## config.mk

```make
export PLATFORM = sky130hd
export DESIGN_NAME = exe_mem_pipe_reg
export DESIGN_NICKNAME = d
export VERILOG_FILES = /design/src/rtl/exe_mem_pipe_reg.sv
export SDC_FILE = /design/constraint.sdc
export NUM_CORES = 1
export LEC_CHECK = 0
export CORE_MARGIN = 2
export CORE_UTILIZATION = 42
export DETAILED_ROUTE_END_ITERATION = 7
export PLACE_DENSITY = 0.84
export SLEW_MARGIN = 20
export SYNTH_ARGS = -nofsm -noshare
export SYNTH_HDL_FRONTEND = slang
export SYNTH_SLANG_ARGS = --single-unit
```

## constraint.sdc

```tcl
create_clock -name clk -period 1.4 [get_ports clk]
set_input_delay 0.35 -clock clk [delete_from_list [all_inputs] [get_ports clk]]
set_output_delay 0.35 -clock clk [all_outputs]
set_load 0.005 [all_outputs]
```

## src/rtl/exe_mem_pipe_reg.sv

```systemverilog
// EXE->MEM pipeline register with stall/flush, invalid-instruction gating and a stall-time
// forward capture buffer. Define EXE_MEM_STAT_EN to add saturating stall/bubble counters.
module exe_mem_pipe_reg #(
    parameter int DATA_W = 32,
    parameter int PC_W   = 32,
    parameter int DEST_W = 5
`ifdef EXE_MEM_STAT_EN
    ,
    parameter int CNT_W  = 16
`endif
) (
    input  logic              clk,
    input  logic              rst,
    input  logic              hold,
    input  logic              flush,
    input  logic              valid_in,
    input  logic              wb_en_in,
    input  logic              mem_r_en_in,
    input  logic              mem_w_en_in,
    input  logic [PC_W-1:0]   pc_in,
    input  logic [DATA_W-1:0] alu_result_in,
    input  logic [DATA_W-1:0] st_val_in,
    input  logic [DEST_W-1:0] dest_in,
    input  logic [1:0]        st_val_sel,
    input  logic [DATA_W-1:0] mem_fwd_val,
    input  logic [DATA_W-1:0] wb_fwd_val,
    output logic              valid,
    output logic              wb_en,
    output logic              mem_r_en,
    output logic              mem_w_en,
    output logic [PC_W-1:0]   pc,
    output logic [DATA_W-1:0] alu_result,
    output logic [DATA_W-1:0] st_val,
    output logic [DEST_W-1:0] dest
`ifdef EXE_MEM_STAT_EN
    ,
    output logic [CNT_W-1:0]  stall_cnt,
    output logic [CNT_W-1:0]  bubble_cnt
`endif
);

    logic              valid_q, valid_d;
    logic              wb_en_q, wb_en_d;
    logic              mem_r_en_q, mem_r_en_d;
    logic              mem_w_en_q, mem_w_en_d;
    logic [PC_W-1:0]   pc_q, pc_d;
    logic [DATA_W-1:0] alu_result_q, alu_result_d;
    logic [DATA_W-1:0] st_val_q, st_val_d;
    logic [DEST_W-1:0] dest_q, dest_d;
    logic [DATA_W-1:0] cap_val_q, cap_val_d;
    logic              cap_vld_q, cap_vld_d;
    logic [DATA_W-1:0] fwd_mux;
    logic [DATA_W-1:0] eff_st;

    always_comb begin
        case (st_val_sel)
            2'b01:   fwd_mux = mem_fwd_val;
            2'b10:   fwd_mux = wb_fwd_val;
            default: fwd_mux = st_val_in;
        endcase
    end

    // A value captured during a stall takes precedence over whatever the bypass shows at load time.
    assign eff_st = cap_vld_q ? cap_val_q : fwd_mux;

    always_comb begin
        valid_d      = valid_q;
        wb_en_d      = wb_en_q;
        mem_r_en_d   = mem_r_en_q;
        mem_w_en_d   = mem_w_en_q;
        pc_d         = pc_q;
        alu_result_d = alu_result_q;
        st_val_d     = st_val_q;
        dest_d       = dest_q;
        cap_val_d    = cap_val_q;
        cap_vld_d    = cap_vld_q;
        if (flush) begin
            valid_d      = 1'b0;
            wb_en_d      = 1'b0;
            mem_r_en_d   = 1'b0;
            mem_w_en_d   = 1'b0;
            pc_d         = '0;
            alu_result_d = '0;
            st_val_d     = '0;
            dest_d       = '0;
            cap_vld_d    = 1'b0;
        end else if (hold) begin
            if (!cap_vld_q && (st_val_sel == 2'b01 || st_val_sel == 2'b10)) begin
                cap_val_d = fwd_mux;
                cap_vld_d = 1'b1;
            end
        end else begin
            valid_d      = valid_in;
            wb_en_d      = wb_en_in & valid_in;
            mem_r_en_d   = mem_r_en_in & valid_in;
            mem_w_en_d   = mem_w_en_in & valid_in;
            pc_d         = pc_in;
            alu_result_d = alu_result_in;
            st_val_d     = eff_st;
            dest_d       = dest_in;
            cap_vld_d    = 1'b0;
        end
    end

    always_ff @(posedge clk or negedge rst) begin
        if (!rst) begin
            valid_q      <= 1'b0;
            wb_en_q      <= 1'b0;
            mem_r_en_q   <= 1'b0;
            mem_w_en_q   <= 1'b0;
            pc_q         <= '0;
            alu_result_q <= '0;
            st_val_q     <= '0;
            dest_q       <= '0;
            cap_val_q    <= '0;
            cap_vld_q    <= 1'b0;
        end else begin
            valid_q      <= valid_d;
            wb_en_q      <= wb_en_d;
            mem_r_en_q   <= mem_r_en_d;
            mem_w_en_q   <= mem_w_en_d;
            pc_q         <= pc_d;
            alu_result_q <= alu_result_d;
            st_val_q     <= st_val_d;
            dest_q       <= dest_d;
            cap_val_q    <= cap_val_d;
            cap_vld_q    <= cap_vld_d;
        end
    end

    assign valid      = valid_q;
    assign wb_en      = wb_en_q;
    assign mem_r_en   = mem_r_en_q;
    assign mem_w_en   = mem_w_en_q;
    assign pc         = pc_q;
    assign alu_result = alu_result_q;
    assign st_val     = st_val_q;
    assign dest       = dest_q;

`ifdef EXE_MEM_STAT_EN
    logic [CNT_W-1:0] stall_cnt_q, stall_cnt_d;
    logic [CNT_W-1:0] bubble_cnt_q, bubble_cnt_d;

    // A bubble is either an explicit flush or a load of an empty slot; both counters stick at all-ones.
    always_comb begin
        stall_cnt_d  = stall_cnt_q;
        bubble_cnt_d = bubble_cnt_q;
        if (hold && !flush && stall_cnt_q != '1)
            stall_cnt_d = stall_cnt_q + CNT_W'(1);
        if ((flush || (!hold && !valid_in)) && bubble_cnt_q != '1)
            bubble_cnt_d = bubble_cnt_q + CNT_W'(1);
    end

    always_ff @(posedge clk or negedge rst) begin
        if (!rst) begin
            stall_cnt_q  <= '0;
            bubble_cnt_q <= '0;
        end else begin
            stall_cnt_q  <= stall_cnt_d;
            bubble_cnt_q <= bubble_cnt_d;
        end
    end

    assign stall_cnt  = stall_cnt_q;
    assign bubble_cnt = bubble_cnt_q;
`endif

endmodule

```

==> impl_metrics.env <==
export IMPL_synthFlopType="dfrtp_1"
export IMPL_fin_hold_ws_ns=0.385
export IMPL_dr_total_vias=6032
export IMPL_num_nets_final=1093
export IMPL_slew_viol_final=0
export IMPL_drtPass1Iterations=4
export IMPL_synth_edf_count=0
export IMPL_die_h_um=127
export IMPL_dpl_hpwl_um=14100
export IMPL_overflow=0
export IMPL_yosysMostFrequentCell="dfrtp_1"
export IMPL_worstReg2RegEnd="cap_val_q[24]$_DFFE_PN0P_"
export IMPL_finalCoreUtilization=0.749
export IMPL_drtAntennaViolNets=0
export IMPL_violations="negative setup slack"
export IMPL_core_um2=14600
export IMPL_grtUsageTotal=0.266
export IMPL_yosysSeqAreaShare=0.545
export IMPL_clock_root_buffer="clkbuf_16"
export IMPL_grt_pass1_vias=6219
export IMPL_stdcell_area_um2=11000
export IMPL_io_buffers=279
export IMPL_synthArstFlopShare=1.00
export IMPL_start_util=0.433
export IMPL_viasPerCell=5.41
export IMPL_syn2layout_area_growth_pct=73.1
export IMPL_cp_end_kind="flop"
export IMPL_clk_pin_slew_worst_paths_ns=0.06
export IMPL_rows=44
export IMPL_h_tree_depth=4
export IMPL_clockBufferDepth=2
export IMPL_yosys_warnings=0
export IMPL_place_area_um2=9840
export IMPL_worstPathArrival_ns=1.80
export IMPL_crit_type="primary input to flop"
export IMPL_clkLatencyLatePin_ns=0.42
export IMPL_synth_common_cells="dfrtp_1 (138), nor2_1 (135), mux2i_1 (69)"
export IMPL_place_ws_ns=-0.721
export IMPL_r2r_start="cap_vld_q$_DFFE_PN0P_"
export IMPL_drc=0
export IMPL_sw_frac_of_total=0.252
export IMPL_die_x_um=127
export IMPL_drt_iter0_drc=335
export IMPL_dp_cells=1043
export IMPL_fmax_ghz=0.685
export IMPL_hold_class="primary input to asynchronous set/reset pin"
export IMPL_yosys_area_top_type_share=0.545
export IMPL_setup_tns_ns=-0.566
export IMPL_dieArea_um2=16100
export IMPL_syn_area_per_cell_um2=11.1
export IMPL_setup_viol=14
export IMPL_detail_route_wl_per_cell_um=19.4
export IMPL_rr_worst_depth=7
export IMPL_irDropWorstVdd_mv=0.897
export IMPL_relSlewSlack=0.770
export IMPL_p_int_mw=9.70
export IMPL_max_cap_violations=0
export IMPL_period_share=1.04
export IMPL_total_power_mw=13.0
export IMPL_yosys_top_cells_area="dfrtp_1 (55%), mux2i_1 (11%), nor2_1 (8.0%)"
export IMPL_syn_num_nets=749
export IMPL_required_ns=1.74
export IMPL_power_frac_clock=0.409
export IMPL_combPwrFrac=0.217
export IMPL_fin_worst_skew_ns=0.00481
export IMPL_power_switching_mw=3.27
export IMPL_cts_buffers=17
export IMPL_ys_ff_latch=138
export IMPL_p_seq_frac=0.374
export IMPL_clock_sinks=138
export IMPL_globalplace_congestion=0.887
export IMPL_tightest_slew_ns=0.345
export IMPL_finalCriticalPeriod_ns=1.46
export IMPL_antenna_found_initial=1
export IMPL_outcome="finished, violations left"
export IMPL_yosysUniqueCellTypes=24
export IMPL_ios=280
export IMPL_crit_fanout=7
export IMPL_routed_wl_um=21600
export IMPL_grt_max_degree=74
export IMPL_regToRegSetupSlack_ns=-0.05
export IMPL_fin_ws_ns=-0.0602
export IMPL_powerDensity_nw_per_um2=1180
export IMPL_p_leak_nw=5.02
export IMPL_final_cells=1114
export IMPL_grt_pass1_wl_um=33300
export IMPL_drive_gt1_frac=0.271
export IMPL_start_kind="primary input"
export IMPL_syn_cell_area_um2=6330
export IMPL_hold_viol_final=0
export IMPL_nFillCells=914
export IMPL_yosysTopAreaCell="dfrtp_1"
export IMPL_syn_instance_count=572
export IMPL_cts_tree="done"
export IMPL_rsz0062_at_grt="yes"
## cell families (layout without fill, tap and decap cells)
logic type      count (synthesis)  count (layout)  synth area share
compound gates                164             164             0.198
fa+ha+maj                       2               2           0.00395
buf+inv                        55             412            0.0525
flops                         138             138             0.545
mux                            69              69             0.109
other cells                     0               1                 0
simple gates                  144             144            0.0917
## layout make-up
type / count / area [µm²] / share of cell area
multi-input combinational: 379 / 2870 / 0.262
clock buffer: 21 / 460 / 0.0420
inverter: 3 / 16.3 / 0.00148
clock inverter: 11 / 240 / 0.0219
antenna: 1 / 2.50 / 0.000228
timing repair buffer: 377 / 3690 / 0.336
sequential: 138 / 3450 / 0.315
tap: 184 / 230 / 0.0210
## worst max-delay path: stages
cell             delay, ns
clkdlybuf4s15_2       0.21
ha_4                  0.24
nor4b_4               0.32
buf_6                 0.15
buf_6                 0.10
buf_6                 0.12
buf_16                0.15
nor2_4                0.04
a21oi_2               0.12
## layout by cell type (no fill, tap or decap), types with 2 or more instances in the layout
cell type	instances
a21oi_2	29
a22o_1	31
clkbuf_2	33
inv_1	2
nor2_1	105
clkbuf_16	18
clkdlybuf4s50_1	169
a22oi_1	22
clkbuf_1	2
dfrtp_1	137
nor2_2	6
buf_4	68
nand3b_1	2
clkinv_4	2
nor2_4	25
a21oi_4	3
clkdlybuf4s15_1	66
mux2i_1	69
buf_12	15
buf_6	7
buf_8	3
buf_2	6
bufinv_16	7
a21oi_1	34
clkbuf_8	2
a2bb2oi_1	30
clkdlybuf4s15_2	3
buf_16	5
a22oi_2	12
## power groups by stage
stage	clock (mW)	sequential [mW]	combinational [mW]
detailed placement	0	4.84	2.58
global placement	0	4.82	2.49
floorplan	0	4.77	1.20
CTS	5.34	4.82	2.72
global route	5.55	4.89	3.01
finish	5.30	4.86	2.81
## state kept, by name (all words and copies together) (netlist names)
signal and count:
alu_result 32, cap_val_q 32, cap_vld_q 1, dest 5, mem_r_en 1, mem_w_en 1, pc 32, st_val 32
valid 1, wb_en 1
## routing by layer
metal / share of wire / vias up / routed length [µm] / GRT usage
met1: 0.37 / 2936 / 8060 / 0.314
met3: 0.078 / 49 / 1680 / 0.0603
met4: 0.031 / 0 / 673 / 0.121
met5: 0 / - / 0 / 0
met2: 0.52 / 328 / 11200 / 0.465
li1: - / 2719 / - / -
## how the worst max path moves through the flow
| stage | from | end | slack (ns) | cells after the start |
|---|---|---|---|---|
| CTS | cap_vld_q$_DFFE_PN0P_ | cap_val_q[30]$_DFFE_PN0P_ | -0.03 | 7 |
| finish | st_val_sel[1] | cap_val_q[24]$_DFFE_PN0P_ | -0.06 | 9 |
| detailed placement | st_val_sel[1] | cap_val_q[5]$_DFFE_PN0P_ | -0.72 | 8 |
| floorplan | st_val_sel[1] | cap_val_q[10]$_DFFE_PN0P_ | -0.10 | 7 |
| global route | cap_vld_q$_DFFE_PN0P_ | cap_val_q[24]$_DFFE_PN0P_ | -0.1 | 7 |
| global placement | st_val_sel[0] | cap_val_q[1]$_DFFE_PN0P_ | -0.67 | 8 |
## timing repair
action / 4_1_cts / 5_1_grt
setup buffers: 27 / 9
cloned: 6 / 1
endpoints found under the setup margin: 169 / 83
pin swaps: 6 / 5
resized for setup: 262 / 52
endpoints found under the hold margin: 26 / 0
hold buffers: 1 / 0
Power figures use the tool's default switching activity.
